### src/rtl/div_unit.sv
// Iterative restoring divider for RISC-V DIV/DIVU/REM/REMU, one operation in flight, WIDTH+2 edge latency.
// Optional macro DIV_UNIT_EARLY_OUT_EN: divide-by-zero and signed overflow skip the iteration phase.
module div_unit #(
    parameter int WIDTH = 32
) (
    input  logic             clk_i,
    input  logic             rst_i,
    input  logic             start_i,
    input  logic [1:0]       op_i,
    input  logic [WIDTH-1:0] a_i,
    input  logic [WIDTH-1:0] b_i,
    output logic             busy_o,
    output logic             valid_o,
    output logic [WIDTH-1:0] result_o
);
    localparam int CW = (WIDTH > 2) ? $clog2(WIDTH) : 1;
    localparam logic [WIDTH-1:0] ZERO_C = {WIDTH{1'b0}};
    localparam logic [WIDTH-1:0] ONES_C = {WIDTH{1'b1}};
    localparam logic [WIDTH-1:0] MIN_C  = {1'b1, {(WIDTH-1){1'b0}}};

    typedef enum logic [1:0] {
        ST_IDLE = 2'd0,
        ST_CALC = 2'd1,
        ST_DONE = 2'd2
    } state_t;

    function automatic logic [WIDTH-1:0] neg_f(input logic [WIDTH-1:0] x);
        return ~x + WIDTH'(1);
    endfunction

    state_t           state_r, state_nxt_s;
    logic [1:0]       op_r;
    logic [WIDTH-1:0] q_r, rem_r, div_r, a_raw_r;
    logic [CW-1:0]    cnt_r;
    logic             neg_q_r, neg_r_r, div_zero_r, ovf_r;
    logic             busy_r, valid_r;
    logic [WIDTH-1:0] result_r;

    logic             signed_op_s, a_neg_s, b_neg_s, div_zero_s, ovf_s;
    logic [WIDTH-1:0] a_mag_s, b_mag_s, rem_shift_s, q_fix_s, r_fix_s, res_s;
    logic [WIDTH:0]   diff_s;

    // Request decode: sign handling and special-case detection on the raw operands
    always_comb begin
        signed_op_s = ~op_i[0];
        a_neg_s     = signed_op_s & a_i[WIDTH-1];
        b_neg_s     = signed_op_s & b_i[WIDTH-1];
        a_mag_s     = a_neg_s ? neg_f(a_i) : a_i;
        b_mag_s     = b_neg_s ? neg_f(b_i) : b_i;
        div_zero_s  = (b_i == ZERO_C);
        ovf_s       = signed_op_s & (a_i == MIN_C) & (b_i == ONES_C);
    end

    // One restoring step: the borrow of the WIDTH+1 bit subtraction is the compare
    always_comb begin
        rem_shift_s = {rem_r[WIDTH-2:0], q_r[WIDTH-1]};
        diff_s      = {1'b0, rem_shift_s} - {1'b0, div_r};
    end

    // Sign correction and special-case override of the final result
    always_comb begin
        q_fix_s = neg_q_r ? neg_f(q_r) : q_r;
        r_fix_s = neg_r_r ? neg_f(rem_r) : rem_r;
        res_s   = ZERO_C;
        if (div_zero_r) begin
            res_s = op_r[1] ? a_raw_r : ONES_C;
        end else if (ovf_r) begin
            res_s = op_r[1] ? ZERO_C : a_raw_r;
        end else begin
            res_s = op_r[1] ? r_fix_s : q_fix_s;
        end
    end

    // Next-state logic
    always_comb begin
        state_nxt_s = state_r;
        case (state_r)
            ST_IDLE: begin
                if (start_i) begin
`ifdef DIV_UNIT_EARLY_OUT_EN
                    if (div_zero_s || ovf_s) begin
                        state_nxt_s = ST_DONE;
                    end else begin
                        state_nxt_s = ST_CALC;
                    end
`else
                    state_nxt_s = ST_CALC;
`endif
                end else begin
                    state_nxt_s = ST_IDLE;
                end
            end
            ST_CALC: begin
                if (cnt_r == {CW{1'b0}}) begin
                    state_nxt_s = ST_DONE;
                end else begin
                    state_nxt_s = ST_CALC;
                end
            end
            ST_DONE: state_nxt_s = ST_IDLE;
            default: state_nxt_s = ST_IDLE;
        endcase
    end

    // State register
    always_ff @(posedge clk_i) begin
        if (rst_i) begin
            state_r <= ST_IDLE;
        end else begin
            state_r <= state_nxt_s;
        end
    end

    // Operand capture, iteration datapath and registered outputs
    always_ff @(posedge clk_i) begin
        if (rst_i) begin
            op_r       <= 2'b00;
            q_r        <= ZERO_C;
            rem_r      <= ZERO_C;
            div_r      <= ZERO_C;
            a_raw_r    <= ZERO_C;
            cnt_r      <= {CW{1'b0}};
            neg_q_r    <= 1'b0;
            neg_r_r    <= 1'b0;
            div_zero_r <= 1'b0;
            ovf_r      <= 1'b0;
            busy_r     <= 1'b0;
            valid_r    <= 1'b0;
            result_r   <= ZERO_C;
        end else begin
            busy_r  <= (state_nxt_s != ST_IDLE);
            valid_r <= (state_r == ST_DONE);
            case (state_r)
                ST_IDLE: begin
                    if (start_i) begin
                        op_r       <= op_i;
                        q_r        <= a_mag_s;
                        rem_r      <= ZERO_C;
                        div_r      <= b_mag_s;
                        a_raw_r    <= a_i;
                        cnt_r      <= CW'(WIDTH - 1);
                        neg_q_r    <= a_neg_s ^ b_neg_s;
                        neg_r_r    <= a_neg_s;
                        div_zero_r <= div_zero_s;
                        ovf_r      <= ovf_s;
                    end
                end
                ST_CALC: begin
                    cnt_r <= cnt_r - CW'(1);
                    if (!diff_s[WIDTH]) begin
                        rem_r <= diff_s[WIDTH-1:0];
                        q_r   <= {q_r[WIDTH-2:0], 1'b1};
                    end else begin
                        rem_r <= rem_shift_s;
                        q_r   <= {q_r[WIDTH-2:0], 1'b0};
                    end
                end
                ST_DONE: result_r <= res_s;
                default: result_r <= result_r;
            endcase
        end
    end

    assign busy_o   = busy_r;
    assign valid_o  = valid_r;
    assign result_o = result_r;

endmodule

### config.mk
export PLATFORM = sky130hd
export DESIGN_NAME = div_unit
export DESIGN_NICKNAME = d
export VERILOG_FILES = /design/src/rtl/div_unit.sv
export SDC_FILE = /design/constraint.sdc
export NUM_CORES = 1
export LEC_CHECK = 0
export BUFFER_PORTS_ARGS = -buffer_cell sky130_fd_sc_hd__buf_4
export CORE_MARGIN = 2
export CORE_UTILIZATION = 53
export DETAILED_ROUTE_END_ITERATION = 7
export PLACE_DENSITY = 0.72
export SETUP_SLACK_MARGIN = 0.02
export SYNTH_ARGS = -nofsm -noshare
export SYNTH_HDL_FRONTEND = slang
export SYNTH_SLANG_ARGS = --single-unit
export TNS_END_PERCENT = 10
### constraint.sdc
create_clock -name clk_i -period 5.6 [get_ports clk_i]
set_input_delay 0.84 -clock clk_i [delete_from_list [all_inputs] [get_ports clk_i]]
set_output_delay 0.84 -clock clk_i [all_outputs]
set_load 0.03 [all_outputs]
======== After elaboration in Yosys (flattened, before gate mapping) ========
Index checks and enable logic that the tools add are counted.
storage, ports and cells
  logic and storage cells ................. 62
  input port bits ......................... 69
  register bits ........................... 175
  output and inout port bits .............. 34
cells by class
  bitwise operators ....................... 10
  add/sub/neg operators ................... 6
  reduce and logical (&&, ||, !) cells .... 7
  eq/ne operators ......................... 5
  mux-type cells .......................... 20
operators with widths
  kind                                                 count
  two-way mux 32 bit                                   12
  adder 32 x 1 -> 32 bit, second input constant        4
  inverter 32 bit                                      4
  case mux 32 bit (2 select lines)                     2
  equality test 32 bit, second input constant          2
  subtractor 32 x 32 -> 33 bit                         1
  zero test 32 bit                                     1
  case mux 5 bit (2 select lines)                      1
  zero test 5 bit                                      1
  two-way mux 5 bit                                    1
  subtractor 5 x 1 -> 5 bit, second input constant     1
  AND 1 bit                                            4
  case mux 2 bit (2 select lines)                      1
  AND reduction 2 bit                                  2
  nonzero test 2 bit                                   2
  equality test 2 x 1 -> 1 bit, second input constant  1
  equality test 2 bit, second input constant           1
  zero test 2 bit                                      1
  two-way mux 1 bit                                    2
  two-way mux 2 bit                                    1
  != test 2 bit, second input constant                 1
  inverter 1 bit                                       1
  XOR 1 bit                                            1

======== Longest topological paths before layout ========
Gate-level depths: netlist (run 1).
  depth in word-level cells ............... 6
  mapped depth ............................ 12
  mapped depth without buffers ............ 11

======== Least setup slack after synthesis (run 1) ========
No wires, ideal clock.
  kind .................................... input port to flip-flop
  start point ............................. input a_i[7]
  end point ............................... register q_r[27]
  stages on the path ...................... 9
  library setup time ...................... 70 ps
  slack ................................... 2594 ps
  data required time ...................... 5530 ps
  arrival time ............................ 2935 ps
  buffers on the path ..................... 1
  cells stage by stage .................... or4_1 > or3_1 > clkbuf_1 > nor3_1 > nand2_1 > o41ai_1 > xnor2_1 > nand2_1 > a21oi_1
on the way
  word-level cells in the longest chain between the ends .. 5
RTL lines
  what                              line  RTL
  start, declared                   10    input logic [WIDTH-1:0] a_i,
  inverter 32 bit                   28    return ~x + WIDTH'(1);
  adder 32 x 1 -> 32 bit            28
  two-way mux 32 bit                48    a_mag_s = a_neg_s ? neg_f(a_i) : a_i;
  two-way mux 32 bit                135   if (start_i) begin
  case mux 32 bit (2 select lines)  133   case (state_r)
  end signal, assigned              137   q_r <= a_mag_s;
  end signal, assigned              152   q_r <= {q_r[WIDTH-2:0], 1'b1};
  end signal, assigned              155   q_r <= {q_r[WIDTH-2:0], 1'b0};
  end, declared                     33    logic [WIDTH-1:0] q_r, rem_r, div_r, a_raw_r;
Every way passes these cells. The select of a mux whose other input is x is not followed.
A chain may end at the register's enable or synchronous reset.

======== Final worst setup path (run 1) ========
  start point ............................. register rem_r[4]
  end point ............................... register rem_r[20]
on the way
  word-level cells in the longest chain between the ends .. 3
RTL lines
  what                              line  RTL
  start, declared                   33
  start signal, assigned            151   rem_r <= diff_s[WIDTH-1:0];
  start signal, assigned            154   rem_r <= rem_shift_s;
  subtractor 32 x 32 -> 33 bit      57    diff_s = {1'b0, rem_shift_s} - {1'b0, div_r};
  two-way mux 32 bit                150   if (!diff_s[WIDTH]) begin
  case mux 32 bit (2 select lines)  133
Every way passes these cells.

==> results.sh, run 1 <==
export IMPL_status="completed"
export IMPL_die_area_mm2=0.0231
export IMPL_min_from="div_r[8]$_SDFFE_PP0P_"
export IMPL_cp_arrival_ps=4500
export IMPL_gp_congestion=0.961
export IMPL_portBuffers=102
export IMPL_nNetsFinal=1670
export IMPL_ioPinCount=103
export IMPL_fin_crit_ps=4190
export IMPL_finalSetupViolations=0
export IMPL_firstDrtPassIters=6
export IMPL_drt_antenna_violating_nets=0
export IMPL_syn_nets=1641
export IMPL_register_area_mm2=0.00348
export IMPL_synthCells=1532
export IMPL_fp_row_count=54
export IMPL_fp_dieH_um=152
export IMPL_fillers=2062
export IMPL_cts_tree="built"
export IMPL_cts_max_level=4
export IMPL_num_vias=11700
export IMPL_clk_pin_slew_ps=80
export IMPL_holdPathEnd="div_r[8]$_SDFFE_PP0P_"
export IMPL_crit_fanout=24
export IMPL_cts_buffers=17
export IMPL_postCtsSetupBuffers=0
export IMPL_coreArea_mm2=0.0216
export IMPL_ys_seq_area_share_pct=30.1
export IMPL_cp_start_kind="flop"
export IMPL_required_ps=5910
export IMPL_grt_pass1_wl_mm=57.8
export IMPL_cts_root_buf="clkbuf_16"
export IMPL_p_leak_nw=5.04
export IMPL_syn_area_mm2=0.0116
export IMPL_rsz0062_at_grt="no"
export IMPL_async_flop_share_pct=0
export IMPL_cts_sinks=174
export IMPL_antennaDiodeCount=0
export IMPL_cts_resized=0
export IMPL_synth_ff_type="dfxtp_1"
export IMPL_initial_core_util_pct=53.6
export IMPL_grt_util_all_layers_pct=31.0
export IMPL_worstSetupEndpointType="flop"
export IMPL_drv_slew=0
export IMPL_critPathLaunch="rem_r[4]$_SDFFE_PP0P_"
export IMPL_worstReg2RegEnd="rem_r[20]$_SDFFE_PP0P_"
export IMPL_postCtsHoldBufs=0
export IMPL_synth_edf_count=0
export IMPL_hold_path_class="flop to flop"
export IMPL_worstSetupPathType="flop to flop"
export IMPL_hpwl_mm=27.1
export IMPL_hold_ws_ps=467
export IMPL_worst_slew_pin_slew_ps=1070
export IMPL_drive_above_1_share_pct=10.6
export IMPL_drtIter0Drc=1226
export IMPL_grt_overflow=0
export IMPL_antenna_found_initial=0
export IMPL_yosysWarnings=0
export IMPL_wirelength_mm=36.7
export IMPL_ir_drop_mv=0.242
export IMPL_setup_tns_ps=0
export IMPL_vias_per_cell=6.32
export IMPL_relSlewSlack_pct=28.8
export IMPL_synth_top_area_share_pct=30.1
export IMPL_synth_cell_types=64
export IMPL_grt_start_max_net_pins=74
export IMPL_die_w_um=152
export IMPL_synth_top_area_cell="dfxtp_1"
export IMPL_drc_errors=0
export IMPL_r2r_start="rem_r[4]$_SDFFE_PP0P_"
export IMPL_ys_top_cells_by_area="dfxtp_1 (30%), nand2_1 (6.4%), a21oi_1 (5.9%)"
export IMPL_fin_crit_sh_pct=74.9
export IMPL_hold_violations=0
export IMPL_drv_cap=0
export IMPL_multiInputGateArea_mm2=0.00753
export IMPL_rr_worst_depth=9
export IMPL_avgSynthCellArea_um2=7.56
export IMPL_worstSkewPairLatency_ps=450
export IMPL_ys_ff_latch=174
export IMPL_clock_path_buffers=2
export IMPL_synth_most_common_cell="nand2_1"
export IMPL_finClkSkew_ps=13.1
export IMPL_r2r_slack_ps=1410
export IMPL_area_growth_pct=12.6
export IMPL_hold_depth=2
export IMPL_synthTopCellsByCount="nand2_1 (197), dfxtp_1 (174), a21oi_1 (136)"
export IMPL_fmax_mhz=239
export IMPL_power_per_cell_area_mw_per_mm2=269
export IMPL_grt_pass1_vias=10400
export IMPL_wire_per_inst_um=19.8
[stage by stage]
step	cells	instance area, um2	utilization, %	power [mW]	setup slack, ps
after floorplan	1532	11600	-	1.98	2590
after global placement	1822	12400	57.5	2.24	1880
after detailed placement	1822	12400	57.5	2.25	1700
after CTS	1854	13100	60.4	3.49	1590
after global routing	1854	13100	60.4	3.65	983
final	1854	13100	60.4	3.51	1410
[cells in the final DEF, fill, tap and decap left out, drive strengths merged, types with 22 or more instances in the layout]
cell type	instances
xor2	68
o21ai	102
ha	39
xnor2	70
buf	115
dfxtp	174
o31ai	30
a22oi	47
inv	59
a311oi	27
a21o	22
nand3	22
nor2	128
a211oi	32
o41ai	25
nand2b	24
nor3	31
a21oi	136
nand2	197
[logic make-up (layout without fill, tap and decap cells)]
logic type	count (synthesis)	after routing	synth area share, %
flops	174	174	30.1
simple gates	494	494	19.6
mux	14	14	1.21
buf+inv	156	198	5.09
xor+xnor	138	138	10.4
compound gates	516	516	29.3
fa+ha+maj	40	40	4.38
[per-layer routing]
metal | routed length, um | global-route usage (%) | share of wire [%]
met3 | 2710 | 4.85 | 7.4
met4 | 546 | 5.96 | 1.5
met5 | 0 | 0 | 0
met2 | 15700 | 45.4 | 43
met1 | 17700 | 48.1 | 48
[area by class of cell]
cell class	count	area share, %
multi-input combinational	1202	57.7
sequential	174	26.7
timing repair buffer	115	6.61
clock buffer	17	3.26
tap	280	2.68
clock inverter	15	1.56
inverter	51	1.47
[power by group]
group          internal, mW  switching, mW  total (mW)
Sequential             1.32         0.0875        1.41
Combinational         0.313          0.532       0.844
Clock                 0.620          0.640        1.26
[how the worst max path moves through the flow]
stage | end | slack (ps) | depth (start not counted)
after global routing | rem_r[20]$_SDFFE_PP0P_ | 980 | 10
after CTS | rem_r[20]$_SDFFE_PP0P_ | 1590 | 9
final | rem_r[20]$_SDFFE_PP0P_ | 1410 | 9
after floorplan | q_r[27]$_SDFFE_PP0P_ | 2590 | 9
after detailed placement | rem_r[29]$_SDFFE_PP0P_ | 1700 | 9
after global placement | rem_r[28]$_SDFFE_PP0P_ | 1880 | 9
[registers in the layout, indices dropped and copies added (netlist names)]
signal and cells:
cnt_r 5, ovf_r 1, op_r 1, neg_r_r 1
busy_o 1, result_o 32, div_r 32, div_zero_r 1
q_r 32, neg_q_r 1, valid_o 1, a_raw_r 32
state_r 2, rem_r 32
[critical path: stages (launching register included)]
cell      delay [ps]
dfxtp_1          460
ha_1             320
a21o_1           210
or3_1            350
o21ai_0          440
a21oi_1          190
a211oi_1         570
nand2_1          780
nand2_1          550
o21ai_0          180
(Power assumes the default switching activity.)
==> run 2: changes to the inputs <==
PLACE_DENSITY = 0.75   (was 0.72)
clock period = 3.5 ns   (was 5.6 ns; I/O delays follow)
==> run 2 against run 1 <==
Effect of this change:
- utilization grew 0.41 points
- final cell count grew 0.92%
- sequential power grew 60%
- highest routed layer unchanged
- power grew 58%
- die area is the same
- wire length shrank 0.89%
- non-clock buffer count grew 18
- critical path depth shrank 1
- largest cell class unchanged
- first-iteration DRC count shrank 3.3%
- register-to-register slack lost 1100 ps
==> results.sh, run 2 (same netlist as run 1, synthesis figures left out) <==
export IMPL_fin_ws_ps=356
export IMPL_initial_core_util_pct=53.6
export IMPL_clk_pin_slew_ps=70
export IMPL_ioPinCount=103
export IMPL_dpl_cell_area_mm2=0.0126
export IMPL_cp_start_kind="flop"
export IMPL_num_vias=11700
export IMPL_cts_max_level=4
export IMPL_antennaDiodeCount=0
export IMPL_cpMostUsedCell="nand2_1"
export IMPL_dp_cells=1840
export IMPL_hold_path_class="primary input to flop"
export IMPL_fp_row_count=54
export IMPL_drive_above_1_share_pct=11.5
export IMPL_pwr_share_clk_pct=35.1
export IMPL_portBuffers=102
export IMPL_worstSkewPairLatency_ps=440
export IMPL_vias_per_cell=6.27
export IMPL_drc_errors=0
export IMPL_p_int_mw=3.69
export IMPL_ir_drop_mv=0.331
export IMPL_firstDrtPassIters=5
export IMPL_nNetsFinal=1688
export IMPL_critPathSlowestCell="o31ai_1"
export IMPL_wire_per_inst_um=19.4
export IMPL_grt_overflow=0
export IMPL_grt_util_all_layers_pct=30.7
export IMPL_p_total_mw=5.55
export IMPL_p_sw_mw=1.86
export IMPL_drv_slew=0
export IMPL_status="completed"
export IMPL_fin_area_mm2=0.0131
export IMPL_final_cells=1871
export IMPL_fin_crit_ps=3140
export IMPL_finalSetupViolations=0
export IMPL_grt_pass1_vias=10600
export IMPL_worstSetupPathType="flop to flop"
export IMPL_p_leak_nw=5.11
export IMPL_drtIter0Drc=1186
export IMPL_power_per_cell_area_mw_per_mm2=423
export IMPL_worst_slew_pin_slew_ps=1030
export IMPL_die_w_um=152
export IMPL_rsz0062_at_grt="no"
export IMPL_postLayoutCoreUtil_pct=60.8
export IMPL_top_layer_used="met4"
export IMPL_worstSetupEndpointType="flop"
export IMPL_area_growth_pct=13.4
export IMPL_cts_sinks=174
export IMPL_die_area_mm2=0.0231
export IMPL_clock_path_buffers=2
export IMPL_hold_violations=0
export IMPL_relSlewSlack_pct=31.2
export IMPL_cp_arrival_ps=3460
export IMPL_wirelength_mm=36.4
export IMPL_postCtsHoldBufs=0
export IMPL_grt_start_max_net_pins=65
export IMPL_drv_cap=0
export IMPL_combPwrFrac_pct=24.4
export IMPL_hold_ws_ps=334
export IMPL_postCtsSetupBuffers=0
export IMPL_path_cells="nor4_1 > nand2_1 > o31ai_1 > nand2_1 > xnor2_1 > o21ai_0 > a22oi_1 > a311oi_1"
export IMPL_final_cell_mix="nand2_1 (197), dfxtp_1 (174), a21oi_1 (136)"
export IMPL_dr_wl_met2_mm=15.6
export IMPL_seqPwrFrac_pct=40.5
export IMPL_critical_path_max_stage_delay_ps=800
export IMPL_coreArea_mm2=0.0216
export IMPL_finClkSkew_ps=12.9
export IMPL_cts_buffers=17
export IMPL_required_ps=3810
export IMPL_fp_dieH_um=152
export IMPL_met3_length_mm=3.38
export IMPL_drt_antenna_violating_nets=0
export IMPL_cts_tree="built"
export IMPL_grt_pass1_wl_mm=57.5
export IMPL_mostFrequentLayoutCell="nand2_1"
export IMPL_crit_fanout=7
export IMPL_wl_met1_mm=16.8
export IMPL_netSwitchingFraction_pct=33.6
export IMPL_place_ws_ps=379
export IMPL_hpwl_mm=27.1
export IMPL_gp_congestion=0.980
export IMPL_fin_crit_sh_pct=89.8
export IMPL_antenna_found_initial=0
export IMPL_setup_tns_ps=0
export IMPL_cts_root_buf="clkbuf_16"
export IMPL_fmax_mhz=318
run 2: cell types whose count changed in the layout (fill, tap and decap cells not counted), sizes merged:
cell and change:
buf +18, bufinv +2, clkbuf +1, clkinv -5
clkinvlp +2, inv -1
run 2: power groups by stage:
stage               clock [mW]  combinational [mW]  sequential, mW
finish                    1.95                1.36            2.25
global route              2.04                1.48            2.26
CTS                       1.95                1.33            2.24
detailed placement           0                1.32            2.29
global placement             0                1.30            2.28
floorplan                    0               0.905            2.26
run 2: path summary, 6_finish.rpt:
kind	start	to	slack (ps)	cells after the start
max	q_r[2]$_SDFFE_PP0P_	result_o[22]$_SDFFE_PP0P_	360	8
min	op_i[1]	op_r[1]$_SDFFE_PP0P_	330	3
max reg2reg	q_r[2]$_SDFFE_PP0P_	result_o[22]$_SDFFE_PP0P_	360	8
min reg2reg	div_r[8]$_SDFFE_PP0P_	div_r[8]$_SDFFE_PP0P_	460	2
run 2: metal layers:
layer | GRT usage, % | vias to the layer above
li1 | - | 5672
met1 | 45.8 | 5471
met2 | 45.0 | 536
met3 | 6.76 | 51
met4 | 7.43 | 0
met5 | 0 | -
run 2: area by class of cell:
cell class,instances,area (um2)
Sequential cell,174,3480
Clock inverter,13,153
Multi-Input combinational cell,1202,7540
Fill cell,2035,8480
Tap cell,280,350
Timing Repair Buffer,133,998
Inverter,51,191
Clock buffer,18,429
run 2: worst max-delay path: cells and delay by family, from the launching register on:
kind,cells,cell delay [ps]
AOI/OAI and AO/OA,4,1300
and+or+nand+nor,3,990
DFF,1,390
xor gates and xnor gates,1,320
run 2: repair_timing:
item	in CTS	in global routing
hold endpoints to repair	0	0
endpoints found under the setup margin	0	14
resized for setup	0	1
==> run 3: changes to the inputs <==
--- a/config.mk
+++ b/config.mk
@@ -8,6 +8,6 @@
 export BUFFER_PORTS_ARGS = -buffer_cell sky130_fd_sc_hd__buf_4
-export CORE_MARGIN = 2
+export CORE_MARGIN = 3
 export CORE_UTILIZATION = 53
 export DETAILED_ROUTE_END_ITERATION = 7
-export PLACE_DENSITY = 0.75
+export PLACE_DENSITY = 0.72
 export SETUP_SLACK_MARGIN = 0.02
==> constraint.sdc (replaced) <==
create_clock -name clk_i -period 3.3 [get_ports clk_i]
set_input_delay 0.495 -clock clk_i [delete_from_list [all_inputs] [get_ports clk_i]]
set_output_delay 0.495 -clock clk_i [all_outputs]
set_load 0.01 [all_outputs]
==> run 3 against run 2 <==
Effect of this change:
- via count increased by 0.26%
- power increased by 5.8%
- highest routed layer unchanged
- combinational power increased by 5%
==> results.sh, run 3 (same netlist as run 1, synthesis figures left out) <==
export IMPL_critPathSlowestCell="or4_4"
export IMPL_gp_congestion=0.968
export IMPL_clk_pin_slew_ps=80
export IMPL_worstSkewPairLatency_ps=450
export IMPL_fillers=1969
export IMPL_fin_ws_ps=196
export IMPL_cp_arrival_ps=3420
export IMPL_cpMostUsedCell="or4_4"
export IMPL_place_ws_ps=189
export IMPL_finalSetupViolations=0
export IMPL_grt_pass1_wl_mm=57.7
export IMPL_postLayoutCoreUtil_pct=62.7
export IMPL_hold_depth=3
export IMPL_r2r_start="q_r[19]$_SDFFE_PP0P_"
export IMPL_mostFrequentLayoutCell="nand2_1"
export IMPL_setup_tns_ps=0
export IMPL_worstSetupEndpointType="flop"
export IMPL_grt_start_max_net_pins=121
export IMPL_die_area_mm2=0.0237
export IMPL_final_cell_mix="nand2_1 (197), dfxtp_1 (174), buf_4 (146)"
export IMPL_cts_max_level=4
export IMPL_initial_core_util_pct=54.6
export IMPL_nNetsFinal=1703
export IMPL_firstDrtPassIters=8
export IMPL_grt_util_all_layers_pct=30.2
export IMPL_drv_slew=0
export IMPL_crit_fanout=7
export IMPL_required_ps=3620
export IMPL_drv_cap=0
export IMPL_clock_path_buffers=2
export IMPL_fin_crit_sh_pct=94.1
export IMPL_cp_top_family="simple AND/OR/NAND/NOR gates"
export IMPL_wirelength_mm=36.4
export IMPL_drt_antenna_violating_nets=0
export IMPL_ioPinCount=103
export IMPL_cts_root_buf="clkbuf_16"
export IMPL_cts_tree="built"
export IMPL_die_w_um=154
export IMPL_final_cells=1883
export IMPL_drive_above_1_share_pct=12.5
export IMPL_hold_path_class="primary input to flop"
export IMPL_grt_pass1_vias=10600
export IMPL_wire_per_inst_um=19.3
export IMPL_cp_start_kind="flop"
export IMPL_dp_cells=1850
export IMPL_antenna_found_initial=2
export IMPL_vias_per_cell=6.25
export IMPL_num_vias=11800
export IMPL_fp_dieH_um=154
export IMPL_cts_sinks=174
export IMPL_status="completed"
export IMPL_critical_path_max_stage_delay_ps=590
export IMPL_worstReg2RegEnd="result_o[29]$_SDFFE_PP0P_"
export IMPL_path_cells="or4_4 > or4_4 > or4_4 > o31ai_2 > xor2_1 > o21ai_1 > o21ai_1 > a211oi_1"
export IMPL_power_per_cell_area_mw_per_mm2=441
export IMPL_fin_crit_ps=3100
export IMPL_fmax_mhz=322
export IMPL_drc_errors=0
export IMPL_relSlewSlack_pct=34.6
export IMPL_rsz0062_at_grt="no"
export IMPL_finClkSkew_ps=12.4
export IMPL_portBuffers=102
export IMPL_holdPathEnd="a_raw_r[27]$_SDFFE_PP0P_"
export IMPL_fp_row_count=53
export IMPL_path_buf_inv=0
export IMPL_coreArea_mm2=0.0212
export IMPL_worst_slew_pin_slew_ps=980
export IMPL_r2r_slack_ps=200
export IMPL_ir_drop_mv=0.347
export IMPL_p_leak_nw=5.21
export IMPL_hpwl_mm=27.5
export IMPL_drtIter0Drc=1290
export IMPL_min_from="a_i[27]"
export IMPL_grt_overflow=0
export IMPL_p_total_mw=5.87
export IMPL_area_growth_pct=14.9
export IMPL_postCtsSetupBuffers=0
export IMPL_worstSetupPathType="flop to flop"
export IMPL_hold_violations=0
export IMPL_rr_worst_depth=8
export IMPL_cts_buffers=17
[run 3: final cells by class]
class | instances | area [um2] | share of cell area [%]
multi-input combinational | 1202 | 7540 | 56.6
sequential | 174 | 3480 | 26.2
timing repair buffer | 148 | 1140 | 8.53
clock buffer | 17 | 425 | 3.20
tap | 275 | 344 | 2.58
inverter | 51 | 191 | 1.44
clock inverter | 15 | 189 | 1.42
antenna | 1 | 2.50 | 0.0188
[run 3: where the power goes]
part	internal [mW]	total, mW	leakage [nW]	switching, mW
logic	0.553	1.43	3.49	0.882
registers	2.24	2.37	1.42	0.137
clock network	1.03	2.07	0.299	1.03
total	3.82	5.87	5.21	2.05
[run 3: routing by layer]
layer	global-route usage [%]	vias to the layer above	share of wire, %
met5	0	-	0
met4	6.14	0	1.4
met3	6.02	40	9.7
met2	43.8	493	42
met1	46.4	5520	47
li1	-	5708	-
[run 3: repair_timing]
| item | in CTS | in global routing |
|---|---|---|
| hold buffers | 0 | 0 |
| resized for setup | 0 | 2 |
| endpoints found under the setup margin | 0 | 33 |
[run 3: how the worst max path moves through the flow]
stage | depth (start not counted) | start | endpoint
after floorplan | 11 | rem_r[8]$_SDFFE_PP0P_ | rem_r[10]$_SDFFE_PP0P_
after global placement | 10 | rem_r[8]$_SDFFE_PP0P_ | rem_r[23]$_SDFFE_PP0P_
after detailed placement | 10 | rem_r[8]$_SDFFE_PP0P_ | rem_r[27]$_SDFFE_PP0P_
after CTS | 10 | rem_r[10]$_SDFFE_PP0P_ | rem_r[20]$_SDFFE_PP0P_
after global routing | 10 | rem_r[10]$_SDFFE_PP0P_ | rem_r[28]$_SDFFE_PP0P_
final | 8 | q_r[19]$_SDFFE_PP0P_ | result_o[29]$_SDFFE_PP0P_
[run 3: tightest hold or removal path, delay by kind of cell]
family	cells	cell delay (ps)
buffers and inverters	1	120
and+or+nand+nor	1	50
AOI/OAI and AO/OA	1	50
[run 3: through the flow]
step           instance area, um2  hold WS (ps)
2_1_floorplan               11600           432
3_3_place_gp                12700           446
3_5_place_dp                12700           456
4_1_cts                     13300           297
5_1_grt                     13300           307
6_report                    13300           307
